## config.mk

```make
export PLATFORM = sky130hd
export DESIGN_NAME = axi_line_master_flat
export DESIGN_NICKNAME = d
export VERILOG_FILES = /design/src/rtl/axi_line_master_if.sv /design/src/rtl/axi_line_master.sv /design/src/flat_wrapper.sv
export SDC_FILE = /design/constraint.sdc
export NUM_CORES = 1
export LEC_CHECK = 0
export BUFFER_PORTS_ARGS = -buffer_cell sky130_fd_sc_hd__buf_2
export CAP_MARGIN = 20
export CELL_PAD_IN_SITES_DETAIL_PLACEMENT = 1
export CELL_PAD_IN_SITES_GLOBAL_PLACEMENT = 1
export CORE_AREA = 2 2 556 558
export CTS_BUF_LIST = sky130_fd_sc_hd__clkbuf_4
export DETAILED_ROUTE_END_ITERATION = 8
export DIE_AREA = 0 0 558 560
export PLACE_DENSITY_LB_ADDON = 0.15
export SETUP_SLACK_MARGIN = 0.5
export SYNTH_ARGS = -nofsm -noshare
export SYNTH_HDL_FRONTEND = slang
export SYNTH_SLANG_ARGS = --single-unit
```

## constraint.sdc

```tcl
create_clock -name clk -period 16.15 [get_ports clk]
set_input_delay 1.615 -clock clk [delete_from_list [all_inputs] [get_ports clk]]
set_output_delay 1.615 -clock clk [all_outputs]
set_load 0.02 [all_outputs]
```

## src/rtl/axi_line_master_if.sv

```systemverilog
// ----------------------------------------------------------------------------
// axi_interface_if
//   AXI4 channel bundle used by axi_line_master. Single-ID, in-order traffic,
//   so no RID/BID/user/cache/prot/qos signals are carried.
//   Modports:
//     wr_mst : AW/W/B channels, initiator side
//     rd_mst : AR/R channels, initiator side
// ----------------------------------------------------------------------------
interface axi_interface_if #(
    parameter int DATA_W = 64,
    parameter int ADDR_W = 64,
    parameter int ID_W   = 4
);
    // Write address
    logic [ID_W-1:0]     awid;
    logic [ADDR_W-1:0]   awaddr;
    logic [7:0]          awlen;
    logic [2:0]          awsize;
    logic [1:0]          awburst;
    logic                awvalid;
    logic                awready;
    // Write data
    logic [DATA_W-1:0]   wdata;
    logic [DATA_W/8-1:0] wstrb;
    logic                wlast;
    logic                wvalid;
    logic                wready;
    // Write response
    logic [1:0]          bresp;
    logic                bvalid;
    logic                bready;
    // Read address
    logic [ID_W-1:0]     arid;
    logic [ADDR_W-1:0]   araddr;
    logic [7:0]          arlen;
    logic [2:0]          arsize;
    logic [1:0]          arburst;
    logic                arvalid;
    logic                arready;
    // Read data
    logic [DATA_W-1:0]   rdata;
    logic [1:0]          rresp;
    logic                rlast;
    logic                rvalid;
    logic                rready;

    modport wr_mst (
        output awid, awaddr, awlen, awsize, awburst, awvalid,
        output wdata, wstrb, wlast, wvalid,
        output bready,
        input  awready, wready, bresp, bvalid
    );

    modport rd_mst (
        output arid, araddr, arlen, arsize, arburst, arvalid,
        output rready,
        input  arready, rdata, rresp, rlast, rvalid
    );
endinterface

```

## src/rtl/axi_line_master.sv

```systemverilog
// ----------------------------------------------------------------------------
// axi_line_master
//   Moves whole cache lines between the cache side and an AXI4 memory slave.
//   One request in flight: a fill is one INCR read burst of BEATS beats, a
//   writeback is one INCR write burst of BEATS beats. Every AXI output is a
//   register, so no ready feeds a valid combinationally.
//   Ports:
//     clk, rst_n   clock, asynchronous active-low reset
//     req_*        line request (valid/ready, write flag, address, wb data)
//     resp_*       one-cycle completion pulse, error flag, fill data
//     write_mst    AW/W/B initiator channels
//     read_mst     AR/R initiator channels
// ----------------------------------------------------------------------------
module axi_line_master #(
    parameter int DATA_W = 64,
    parameter int ADDR_W = 64,
    parameter int BEATS  = 8,
    parameter int AXI_ID = 0,
    parameter int ID_W   = 4,
    localparam int LINE_W = DATA_W * BEATS
) (
    input  logic              clk,
    input  logic              rst_n,
    input  logic              req_valid,
    output logic              req_ready,
    input  logic              req_write,
    input  logic [ADDR_W-1:0] req_addr,
    input  logic [LINE_W-1:0] req_wline,
    output logic              resp_valid,
    output logic              resp_err,
    output logic [LINE_W-1:0] resp_rline,
    axi_interface_if.wr_mst   write_mst,
    axi_interface_if.rd_mst   read_mst
);
    localparam int BEAT_W = (BEATS > 1) ? $clog2(BEATS) : 1;
    localparam logic [BEAT_W-1:0] LAST = BEAT_W'(BEATS - 1);
    localparam logic [ADDR_W-1:0] OFF_MASK = ADDR_W'(LINE_W / 8 - 1);

    typedef enum logic [2:0] {
        S_IDLE, S_RD_ADDR, S_RD_DATA, S_WR_BURST, S_WR_RESP, S_DONE
    } state_e;

    state_e            state_q;
    logic [BEAT_W-1:0] beat_q;
    logic              err_q;
    logic              aw_done_q, w_done_q;
    logic [ADDR_W-1:0] addr_q;
    logic [LINE_W-1:0] wline_q;
    logic              req_ready_q, resp_valid_q, resp_err_q;
    logic [LINE_W-1:0] resp_rline_q;
    logic              arvalid_q, rready_q, awvalid_q, wvalid_q, wlast_q, bready_q;

    logic              accept, beat_last, r_hs, aw_hs, w_hs, b_hs;
    logic              r_beat_err, b_err, aw_done_n, w_done_n;
    logic [BEAT_W-1:0] beat_nxt;

    assign accept     = req_valid && req_ready_q;
    assign beat_last  = (beat_q == LAST);
    assign beat_nxt   = beat_q + 1'b1;
    assign r_hs       = rready_q && read_mst.rvalid;
    assign aw_hs      = awvalid_q && write_mst.awready;
    assign w_hs       = wvalid_q && write_mst.wready;
    assign b_hs       = bready_q && write_mst.bvalid;
    // A beat is bad on a non-OKAY response or when rlast disagrees with the count.
    assign r_beat_err = (read_mst.rresp != 2'b00) || (read_mst.rlast != beat_last);
    assign b_err      = (write_mst.bresp != 2'b00);
    // Burst completion includes a handshake landing in the current cycle.
    assign aw_done_n  = aw_done_q || aw_hs;
    assign w_done_n   = w_done_q || (w_hs && beat_last);

    // NOTE: state registers use non-blocking assignments so every flop samples
    // pre-edge values regardless of statement order.
    always_ff @(posedge clk or negedge rst_n) begin
        if (!rst_n) begin
            state_q      <= S_IDLE;
            beat_q       <= '0;
            err_q        <= 1'b0;
            aw_done_q    <= 1'b0;
            w_done_q     <= 1'b0;
            addr_q       <= '0;
            req_ready_q  <= 1'b1;
            resp_valid_q <= 1'b0;
            resp_err_q   <= 1'b0;
            resp_rline_q <= '0;
            arvalid_q    <= 1'b0;
            rready_q     <= 1'b0;
            awvalid_q    <= 1'b0;
            wvalid_q     <= 1'b0;
            wlast_q      <= 1'b0;
            bready_q     <= 1'b0;
        end else begin
            resp_valid_q <= 1'b0;
            case (state_q)
                S_IDLE: begin
                    if (accept) begin
                        req_ready_q <= 1'b0;
                        addr_q      <= req_addr & ~OFF_MASK;
                        beat_q      <= '0;
                        err_q       <= 1'b0;
                        aw_done_q   <= 1'b0;
                        w_done_q    <= 1'b0;
                        if (req_write) begin
                            // AW and the first W beat go out together.
                            awvalid_q <= 1'b1;
                            wvalid_q  <= 1'b1;
                            wlast_q   <= (BEATS == 1);
                            bready_q  <= (BEATS == 1);
                            state_q   <= S_WR_BURST;
                        end else begin
                            arvalid_q <= 1'b1;
                            state_q   <= S_RD_ADDR;
                        end
                    end
                end
                S_RD_ADDR: begin
                    if (read_mst.arready) begin
                        arvalid_q <= 1'b0;
                        rready_q  <= 1'b1;
                        state_q   <= S_RD_DATA;
                    end
                end
                S_RD_DATA: begin
                    if (r_hs) begin
                        resp_rline_q[beat_q*DATA_W +: DATA_W] <= read_mst.rdata;
                        beat_q <= beat_nxt;
                        err_q  <= err_q || r_beat_err;
                        if (beat_last) begin
                            rready_q     <= 1'b0;
                            resp_valid_q <= 1'b1;
                            resp_err_q   <= err_q || r_beat_err;
                            state_q      <= S_DONE;
                        end
                    end
                end
                S_WR_BURST: begin
                    if (aw_hs) begin
                        awvalid_q <= 1'b0;
                        aw_done_q <= 1'b1;
                    end
                    if (w_hs) begin
                        if (beat_last) begin
                            wvalid_q <= 1'b0;
                            wlast_q  <= 1'b0;
                            w_done_q <= 1'b1;
                        end else begin
                            beat_q  <= beat_nxt;
                            wlast_q <= (beat_nxt == LAST);
                            // bready rises with the last beat so a B arriving
                            // alongside it is taken in the same cycle.
                            bready_q <= (beat_nxt == LAST);
                        end
                    end
                    if (aw_done_n && w_done_n) begin
                        if (b_hs) begin
                            bready_q     <= 1'b0;
                            err_q        <= err_q || b_err;
                            resp_valid_q <= 1'b1;
                            resp_err_q   <= err_q || b_err;
                            state_q      <= S_DONE;
                        end else begin
                            state_q <= S_WR_RESP;
                        end
                    end
                end
                S_WR_RESP: begin
                    if (b_hs) begin
                        bready_q     <= 1'b0;
                        err_q        <= err_q || b_err;
                        resp_valid_q <= 1'b1;
                        resp_err_q   <= err_q || b_err;
                        state_q      <= S_DONE;
                    end
                end
                S_DONE: begin
                    req_ready_q <= 1'b1;
                    state_q     <= S_IDLE;
                end
                default: state_q <= S_IDLE;
            endcase
        end
    end

    // NOTE: pure datapath storage without reset; it is always written on
    // accept before anything reads it, so a reset would add nothing.
    always_ff @(posedge clk) begin
        if (accept && req_write) begin
            wline_q <= req_wline;
        end
    end

    assign req_ready  = req_ready_q;
    assign resp_valid = resp_valid_q;
    assign resp_err   = resp_err_q;
    assign resp_rline = resp_rline_q;

    assign read_mst.arid    = ID_W'(AXI_ID);
    assign read_mst.araddr  = addr_q;
    assign read_mst.arlen   = 8'(BEATS - 1);
    assign read_mst.arsize  = 3'($clog2(DATA_W / 8));
    assign read_mst.arburst = 2'b01;
    assign read_mst.arvalid = arvalid_q;
    assign read_mst.rready  = rready_q;

    assign write_mst.awid    = ID_W'(AXI_ID);
    assign write_mst.awaddr  = addr_q;
    assign write_mst.awlen   = 8'(BEATS - 1);
    assign write_mst.awsize  = 3'($clog2(DATA_W / 8));
    assign write_mst.awburst = 2'b01;
    assign write_mst.awvalid = awvalid_q;
    assign write_mst.wdata   = wline_q[beat_q*DATA_W +: DATA_W];
    assign write_mst.wstrb   = '1;
    assign write_mst.wlast   = wlast_q;
    assign write_mst.wvalid  = wvalid_q;
    assign write_mst.bready  = bready_q;
endmodule
```

## src/flat_wrapper.sv

```systemverilog
// flat-port wrapper written by rule: the top's interface ports become plain ports
module axi_line_master_flat 
#(
    parameter int DATA_W = 64,
    parameter int ADDR_W = 64,
    parameter int BEATS  = 8,
    parameter int AXI_ID = 0,
    parameter int ID_W   = 4,
    localparam int LINE_W = DATA_W * BEATS
)
  (clk, rst_n, req_valid, req_ready, req_write, req_addr, req_wline, resp_valid, resp_err, resp_rline, write_mst_awid, write_mst_awaddr, write_mst_awlen, write_mst_awsize, write_mst_awburst, write_mst_awvalid, write_mst_wdata, write_mst_wstrb, write_mst_wlast, write_mst_wvalid, write_mst_bready, write_mst_awready, write_mst_wready, write_mst_bresp, write_mst_bvalid, read_mst_arid, read_mst_araddr, read_mst_arlen, read_mst_arsize, read_mst_arburst, read_mst_arvalid, read_mst_rready, read_mst_arready, read_mst_rdata, read_mst_rresp, read_mst_rlast, read_mst_rvalid);
  axi_interface_if #(.DATA_W(DATA_W), .ADDR_W(ADDR_W), .ID_W(ID_W)) write_mst_i ();
  axi_interface_if #(.DATA_W(DATA_W), .ADDR_W(ADDR_W), .ID_W(ID_W)) read_mst_i ();
  input  logic clk;
  input  logic rst_n;
  input  logic req_valid;
  output logic req_ready;
  input  logic req_write;
  input  logic [ADDR_W-1:0] req_addr;
  input  logic [LINE_W-1:0] req_wline;
  output logic resp_valid;
  output logic resp_err;
  output logic [LINE_W-1:0] resp_rline;
  output wire logic [$bits(write_mst_i.awid)-1:0] write_mst_awid;
  output wire logic [$bits(write_mst_i.awaddr)-1:0] write_mst_awaddr;
  output wire logic [$bits(write_mst_i.awlen)-1:0] write_mst_awlen;
  output wire logic [$bits(write_mst_i.awsize)-1:0] write_mst_awsize;
  output wire logic [$bits(write_mst_i.awburst)-1:0] write_mst_awburst;
  output wire logic [$bits(write_mst_i.awvalid)-1:0] write_mst_awvalid;
  output wire logic [$bits(write_mst_i.wdata)-1:0] write_mst_wdata;
  output wire logic [$bits(write_mst_i.wstrb)-1:0] write_mst_wstrb;
  output wire logic [$bits(write_mst_i.wlast)-1:0] write_mst_wlast;
  output wire logic [$bits(write_mst_i.wvalid)-1:0] write_mst_wvalid;
  output wire logic [$bits(write_mst_i.bready)-1:0] write_mst_bready;
  input wire logic [$bits(write_mst_i.awready)-1:0] write_mst_awready;
  input wire logic [$bits(write_mst_i.wready)-1:0] write_mst_wready;
  input wire logic [$bits(write_mst_i.bresp)-1:0] write_mst_bresp;
  input wire logic [$bits(write_mst_i.bvalid)-1:0] write_mst_bvalid;
  output wire logic [$bits(read_mst_i.arid)-1:0] read_mst_arid;
  output wire logic [$bits(read_mst_i.araddr)-1:0] read_mst_araddr;
  output wire logic [$bits(read_mst_i.arlen)-1:0] read_mst_arlen;
  output wire logic [$bits(read_mst_i.arsize)-1:0] read_mst_arsize;
  output wire logic [$bits(read_mst_i.arburst)-1:0] read_mst_arburst;
  output wire logic [$bits(read_mst_i.arvalid)-1:0] read_mst_arvalid;
  output wire logic [$bits(read_mst_i.rready)-1:0] read_mst_rready;
  input wire logic [$bits(read_mst_i.arready)-1:0] read_mst_arready;
  input wire logic [$bits(read_mst_i.rdata)-1:0] read_mst_rdata;
  input wire logic [$bits(read_mst_i.rresp)-1:0] read_mst_rresp;
  input wire logic [$bits(read_mst_i.rlast)-1:0] read_mst_rlast;
  input wire logic [$bits(read_mst_i.rvalid)-1:0] read_mst_rvalid;
  assign write_mst_awid = write_mst_i.awid;
  assign write_mst_awaddr = write_mst_i.awaddr;
  assign write_mst_awlen = write_mst_i.awlen;
  assign write_mst_awsize = write_mst_i.awsize;
  assign write_mst_awburst = write_mst_i.awburst;
  assign write_mst_awvalid = write_mst_i.awvalid;
  assign write_mst_wdata = write_mst_i.wdata;
  assign write_mst_wstrb = write_mst_i.wstrb;
  assign write_mst_wlast = write_mst_i.wlast;
  assign write_mst_wvalid = write_mst_i.wvalid;
  assign write_mst_bready = write_mst_i.bready;
  assign write_mst_i.awready = write_mst_awready;
  assign write_mst_i.wready = write_mst_wready;
  assign write_mst_i.bresp = write_mst_bresp;
  assign write_mst_i.bvalid = write_mst_bvalid;
  assign read_mst_arid = read_mst_i.arid;
  assign read_mst_araddr = read_mst_i.araddr;
  assign read_mst_arlen = read_mst_i.arlen;
  assign read_mst_arsize = read_mst_i.arsize;
  assign read_mst_arburst = read_mst_i.arburst;
  assign read_mst_arvalid = read_mst_i.arvalid;
  assign read_mst_rready = read_mst_i.rready;
  assign read_mst_i.arready = read_mst_arready;
  assign read_mst_i.rdata = read_mst_rdata;
  assign read_mst_i.rresp = read_mst_rresp;
  assign read_mst_i.rlast = read_mst_rlast;
  assign read_mst_i.rvalid = read_mst_rvalid;
  axi_line_master #(.DATA_W(DATA_W), .ADDR_W(ADDR_W), .BEATS(BEATS), .AXI_ID(AXI_ID), .ID_W(ID_W)) u_core (.clk(clk), .rst_n(rst_n), .req_valid(req_valid), .req_ready(req_ready), .req_write(req_write), .req_addr(req_addr), .req_wline(req_wline), .resp_valid(resp_valid), .resp_err(resp_err), .resp_rline(resp_rline), .write_mst(write_mst_i), .read_mst(read_mst_i));
endmodule
```

======== Yosys cells after proc, flatten, opt, wreduce, memory -nomap -nowiden ========
Index checks and enable logic that the tools add are counted.
storage, ports and cells
  logic and storage cells ................. 142
  input bits .............................. 654
  bits in registers ....................... 1100
cells by class
  add/sub/neg operators ................... 2
  equal/unequal tests ..................... 20
  muxes and demuxes ....................... 61
  shifts and indexed selects .............. 3
  reductions and logical operators ........ 39
operators with widths
  cell                                                      count
  bitwise mux 512 bit                                       1
  variable shift 64 x 34 -> 512 bit (first input constant)  1
  variable part select 512 x 10 -> 64 bit                   1
  variable part select 64 x 34 -> 512 bit                   1
  two-way mux 1 bit                                         35
  negation 9 -> 34 bit                                      1
  AND reduction 4 bit                                       8
  two-way mux 3 bit                                         10
  inequality test 2 x 1 -> 1 bit (second input constant)    8
  one-hot mux 1 bit (2 select lines)                        8
  one-hot mux 3 bit (5 select lines)                        1
  equality test 3 bit (second input constant)               4
  nonzero test 2 bit                                        6
  AND reduction 5 bit                                       2
  one-hot mux 1 bit (3 select lines)                        3
  one-hot mux 3 bit (3 select lines)                        1
  nonzero test 3 bit                                        3
  logical AND 1 bit                                         8
  inequality test 2 bit (second input constant)             4
  equality test 3 x 2 -> 1 bit (second input constant)      2
  AND reduction 2 bit                                       3
  AND reduction 6 bit                                       1
  logical OR 1 bit                                          5
  one-hot mux 1 bit (4 select lines)                        1
  7 further kinds                                           7

======== Logic depth before layout (Yosys ltp) ========
  depth in word-level cells ............... 7
  depth in mapped cells ................... 13
  gate-level depth less buffers ........... 8

======== Worst setup path after synthesis ========
Ideal clock, no wire load.
  path type ............................... input -> register
  from .................................... input port req_valid
  to ...................................... register u_core.bready_q (netlist: u_core.write_mst.bready)
  library setup time ...................... 130 ps
  setup slack ............................. 1738 ps
  data required time ...................... 16020 ps
  stages .................................. 5
  arrival ................................. 14282 ps
  path buffers ............................ 0
  cells stage by stage .................... and3_1 nand2_1 a21o_1 a32oi_1 o21ai_0
between the ends
  cells in the longest elaborated chain, start to end .. 3
ends and longest elaborated chain
  element                                          line                    text
  from (decl)                                      flat_wrapper.sv:16      input logic req_valid;
  logical AND 1 bit                                axi_line_master.sv:57   assign accept = req_valid && req_ready_q;
  inequality test 2 x 1 -> 1 bit (no source line)  n/a
  AND reduction 4 bit (no source line)             n/a
  to (signal assigned)                             axi_line_master.sv:107  bready_q <= (BEATS == 1);
  to (signal assigned)                             axi_line_master.sv:150  bready_q <= (beat_nxt == LAST);
  to (decl)                                        axi_line_master.sv:51   logic arvalid_q, rready_q, awvalid_q, wvalid_q, wlast_q, bready_q;
No other way between the ends.
A chain may end at the register's enable or synchronous reset.

======== Worst setup path in the final report ========
  from .................................... register u_core.beat_q[0]
  to ...................................... output port write_mst_wdata[6]
between the ends
  cells in the longest elaborated chain, start to end .. 1
ends and longest elaborated chain
  element                                  line                    text
  from (decl)                              axi_line_master.sv:44   logic [BEAT_W-1:0] beat_q;
  from (signal assigned)                   axi_line_master.sv:125  beat_q <= beat_nxt;
  from (signal assigned)                   axi_line_master.sv:146  beat_q <= beat_nxt;
  variable part select 512 x 10 -> 64 bit  axi_line_master.sv:210  assign write_mst.wdata = wline_q[beat_q*DATA_W +: DATA_W];
  to (decl)                                flat_wrapper.sv:30      output wire logic [$bits(write_mst_i.wdata)-1:0] write_mst_wdata;
No other way between the ends.

==> flow_summary.json <==
{
  "outcome": "completed",
  "power-per-cell-area_mw_per_mm2": 185,
  "cts_hold_repair.buffers": 0,
  "min_period_over_period": 0.428,
  "die_y_microns": 560,
  "globalplace.congestion": 0.775,
  "num_vias": 32311,
  "drt_iter0_markers": 1400,
  "worstPathRequired_ns": 14.53,
  "multi_input_gate_area_sq_mm": 0.0116,
  "critical_path.n_buffers_inverters": 4,
  "timing.critical_path.fanout_max": 36,
  "rsz0062_at_grt": "false",
  "power.share.combinational": 0.386,
  "timing.critical_path.mode_cell": "buf_4",
  "worstSetupStartpointType": "flip-flop",
  "gr_ovfl_total": 0,
  "place.detailed.hpwl_microns": 175000,
  "number_of_synthesized_flops_with_an_enable_pin": 512,
  "synth_warnings": 0,
  "cts_tree": "yes",
  "timing.critical_path.arrival_ns": 5.30,
  "vias_per_cell": 3.57,
  "clock_insertion_delay_worst_skew_ns": 1.23,
  "fillerInstances": 35239,
  "io_buffers": 1348,
  "dp.cells": 8420,
  "final-instance-count-excl-fill": 9063,
  "worst_path_max_delay_cell": "dfrtp_4",
  "post-cts-setup-buffers": 0,
  "core_sq_mm": 0.307,
  "slew_headroom": 0.256,
  "cellInternalPower_uw": 6090,
  "die_area_sq_mm": 0.312,
  "critical_path.top_delay_family": "buffers and inverters",
  "synth_area_per_cell_sq_um": 13.6,
  "initial_utilization": 0.140,
  "post_synth_instance_area_sq_mm": 0.0430,
  "timing.clock.skew_ns": 0.142,
  "worstPathCellList": "buf_4 > buf_4 > buf_4 > mux4_2 > nand2_1 > nand2_1 > buf_2",
  "power.static_leakage_uw": 0.0254,
  "timing.final.max_slew_violations": 0,
  "p_clk_frac": 0.263,
  "remaining_drc_errors": 0,
  "synth_cells": 3157,
  "synth_flop_cell": "dfrtp_1",
  "grt_use_total": 0.144,
  "hold_violations": 0,
  "timing.critical_path.slowest_cell_delay_ns": 0.72,
  "ant_nets": 0,
  "max-clock-path-buffers": 4,
  "clock_tree.root_cell": "clkbuf_4",
  "synth.distinct_cells": 57,
  "clkSlewWorstSetupHoldPaths_ns": 0.06,
  "die_x_microns": 558,
  "power.net_switching_uw": 4690,
  "cp-end-kind": "output port",
  "finalSetupViolations": 0,
  "detailedRoute.firstPassIterationCount": 5,
  "worst_hold_slack_ns": 0.320,
  "grt_first_pass_wirelength_microns": 309000,
  "setup.worst_path.class": "reg -> out",
  "yosys_register_bits": 1100,
  "cts.htree.levels": 5,
  "wire_per_inst_microns": 25.7,
  "cts_resized": 0,
  "worstHoldPathType": "in -> async",
  "layout-drive-gt1-share": 0.456,
  "timing.setup.tns_ns": 0,
  "ioPinCount": 1409,
  "total_clock_buffers_created_by_cts": 352,
  "cap_viol_max_count": 0,
  "via_count_of_the_first_global_routing_pass": 34513,
  "rows": 204,
  "final.min_clock_period_ns": 6.92,
  "seq_area_frac_synth": 0.699,
  "grt_start_max_net_pins": 148,
  "seq_power_share": 0.351,
  "max_freq_ghz": 0.145,
  "layout.nets": 5313,
  "async_flop_share": 0.535,
  "clkSinkCount": 1100,
  "seqCellArea_sq_mm": 0.0301,
  "switching_power_share_of_the_total": 0.435,
  "transition_time_at_the_pin_with_the_least_slew_margin_ns": 1.12,
  "routed_wl_microns": 233000,
  "antenna_found_initial": 214,
  "peakVddDrop_mv": 0.0911,
  "synthToLayoutAreaGrowth_pct": 35.8
}
==> registers in the layout, indices dropped and copies added, names as in the netlist <==
| register | cells |
|---|---|
| u_core.w_done_q | 1 |
| u_core.aw_done_q | 1 |
| u_core.beat_q | 3 |
| u_core.err_q | 1 |
| u_core.resp_valid | 1 |
| u_core.resp_rline | 512 |
| u_core.write_mst.wvalid | 1 |
| u_core.write_mst.awvalid | 1 |
| u_core.read_mst.araddr | 58 |
| u_core.state_q | 3 |
| u_core.write_mst.bready | 1 |
| u_core.wline_q | 512 |
| u_core.req_ready | 1 |
| u_core.write_mst.wlast | 1 |
| u_core.read_mst.rready | 1 |
| u_core.read_mst.arvalid | 1 |
| u_core.resp_err | 1 |
==> layout make-up <==
class / instances / area share
antenna: 69 / 0.00296
sequential: 1100 / 0.515
clock buffer: 488 / 0.0627
tap: 4120 / 0.0882
inverter: 9 / 0.000621
timing repair buffer: 1403 / 0.123
clock inverter: 86 / 0.00899
multi-input combinational: 1788 / 0.198
==> per-layer routing <==
metal	track usage	up-vias	wire [microns]
li1	-	14332	-
met1	0.159	15788	88100
met2	0.245	1409	112000
met3	0.0744	584	26700
met4	0.0323	198	5140
met5	0	-	1280
==> kinds of logic (layout without fill, tap and decap cells) <==
kind of cell / count (synthesis) / in the layout / share of synthesized area
DFF: 1100 / 1100 / 0.699
and+or+nand+nor: 998 / 998 / 0.0956
AOI/OAI and AO/OA: 475 / 475 / 0.0636
buffers and inverters: 321 / 1986 / 0.0397
muxes: 255 / 255 / 0.100
adders and majority gates: 5 / 5 / 0.00145
other: 2 / 123 / 0.000175
xor gates and xnor gates: 1 / 1 / 0.000204
==> stage by stage <==
stage | total power, uW | area (sq um) | utilization | worst slack (ns)
after floorplan | 6050 | 43200 | - | 1.74
after CTS | 11200 | 58300 | 0.190 | 8.58
after global routing | 11500 | 58300 | 0.190 | 8.51
after detailed placement | 8240 | 54100 | 0.176 | 10.06
after global placement | 8210 | 54000 | 0.176 | 10.05
final | 10800 | 58400 | 0.190 | 9.23
==> synthesized netlist by cell type, drive strengths merged, types with 9 or more instances <==
cell type / n / area, sq um
a21oi: 13 / 65.1
buf: 168 / 1130
clkbuf: 144 / 541
dfrtp: 587 / 14700
edfxtp: 512 / 15400
inv: 9 / 33.8
mux2: 123 / 1390
mux4: 128 / 2880
nand2: 842 / 3180
nand2b: 69 / 432
nand3: 45 / 225
nor2: 17 / 63.8
o21ai: 355 / 1800
o31ai: 83 / 623
==> layout by cell type, fill, tap and decap left out, types with 8 or more instances in the layout <==
master       n
edfxtp_1   512
clkinv_1    56
inv_1        8
mux2_2     123
buf_2     1347
mux4_2     128
buf_4       51
a21oi_1     13
o31ai_1     83
nand2_2      9
nand2b_1    69
nand3_1     43
diode_2     69
nand2_1    833
conb_1      54
clkbuf_4   488
nor2_1      13
o21ai_0    345
dfrtp_1    584
==> power by group through the flow <==
stage	logic, uW	registers (uW)	clock network (uW)
after detailed placement	4390	3860	0
after global placement	4370	3840	0
after CTS	4390	3800	3020
after floorplan	1700	4350	0
final	4160	3790	2830
after global routing	4520	3860	3160
==> worst paths after layout <==
check                                       startpoint                     end  slack (ns)  depth (start not counted)
min in group clk                u_core.resp_rline[331]  u_core.resp_rline[331]        0.46                          2
worst min-delay path                             rst_n  u_core.resp_rline[439]        0.32                          1
worst max register to register        u_core.beat_q[1]   u_core.resp_rline[80]       11.33                         10
worst max-delay path                  u_core.beat_q[0]      write_mst_wdata[6]        9.23                          7
max in group asynchronous                        rst_n  u_core.resp_rline[285]       12.94                          4
worst min register to register  u_core.resp_rline[331]  u_core.resp_rline[331]        0.46                          2
(Power assumes the default switching activity.)
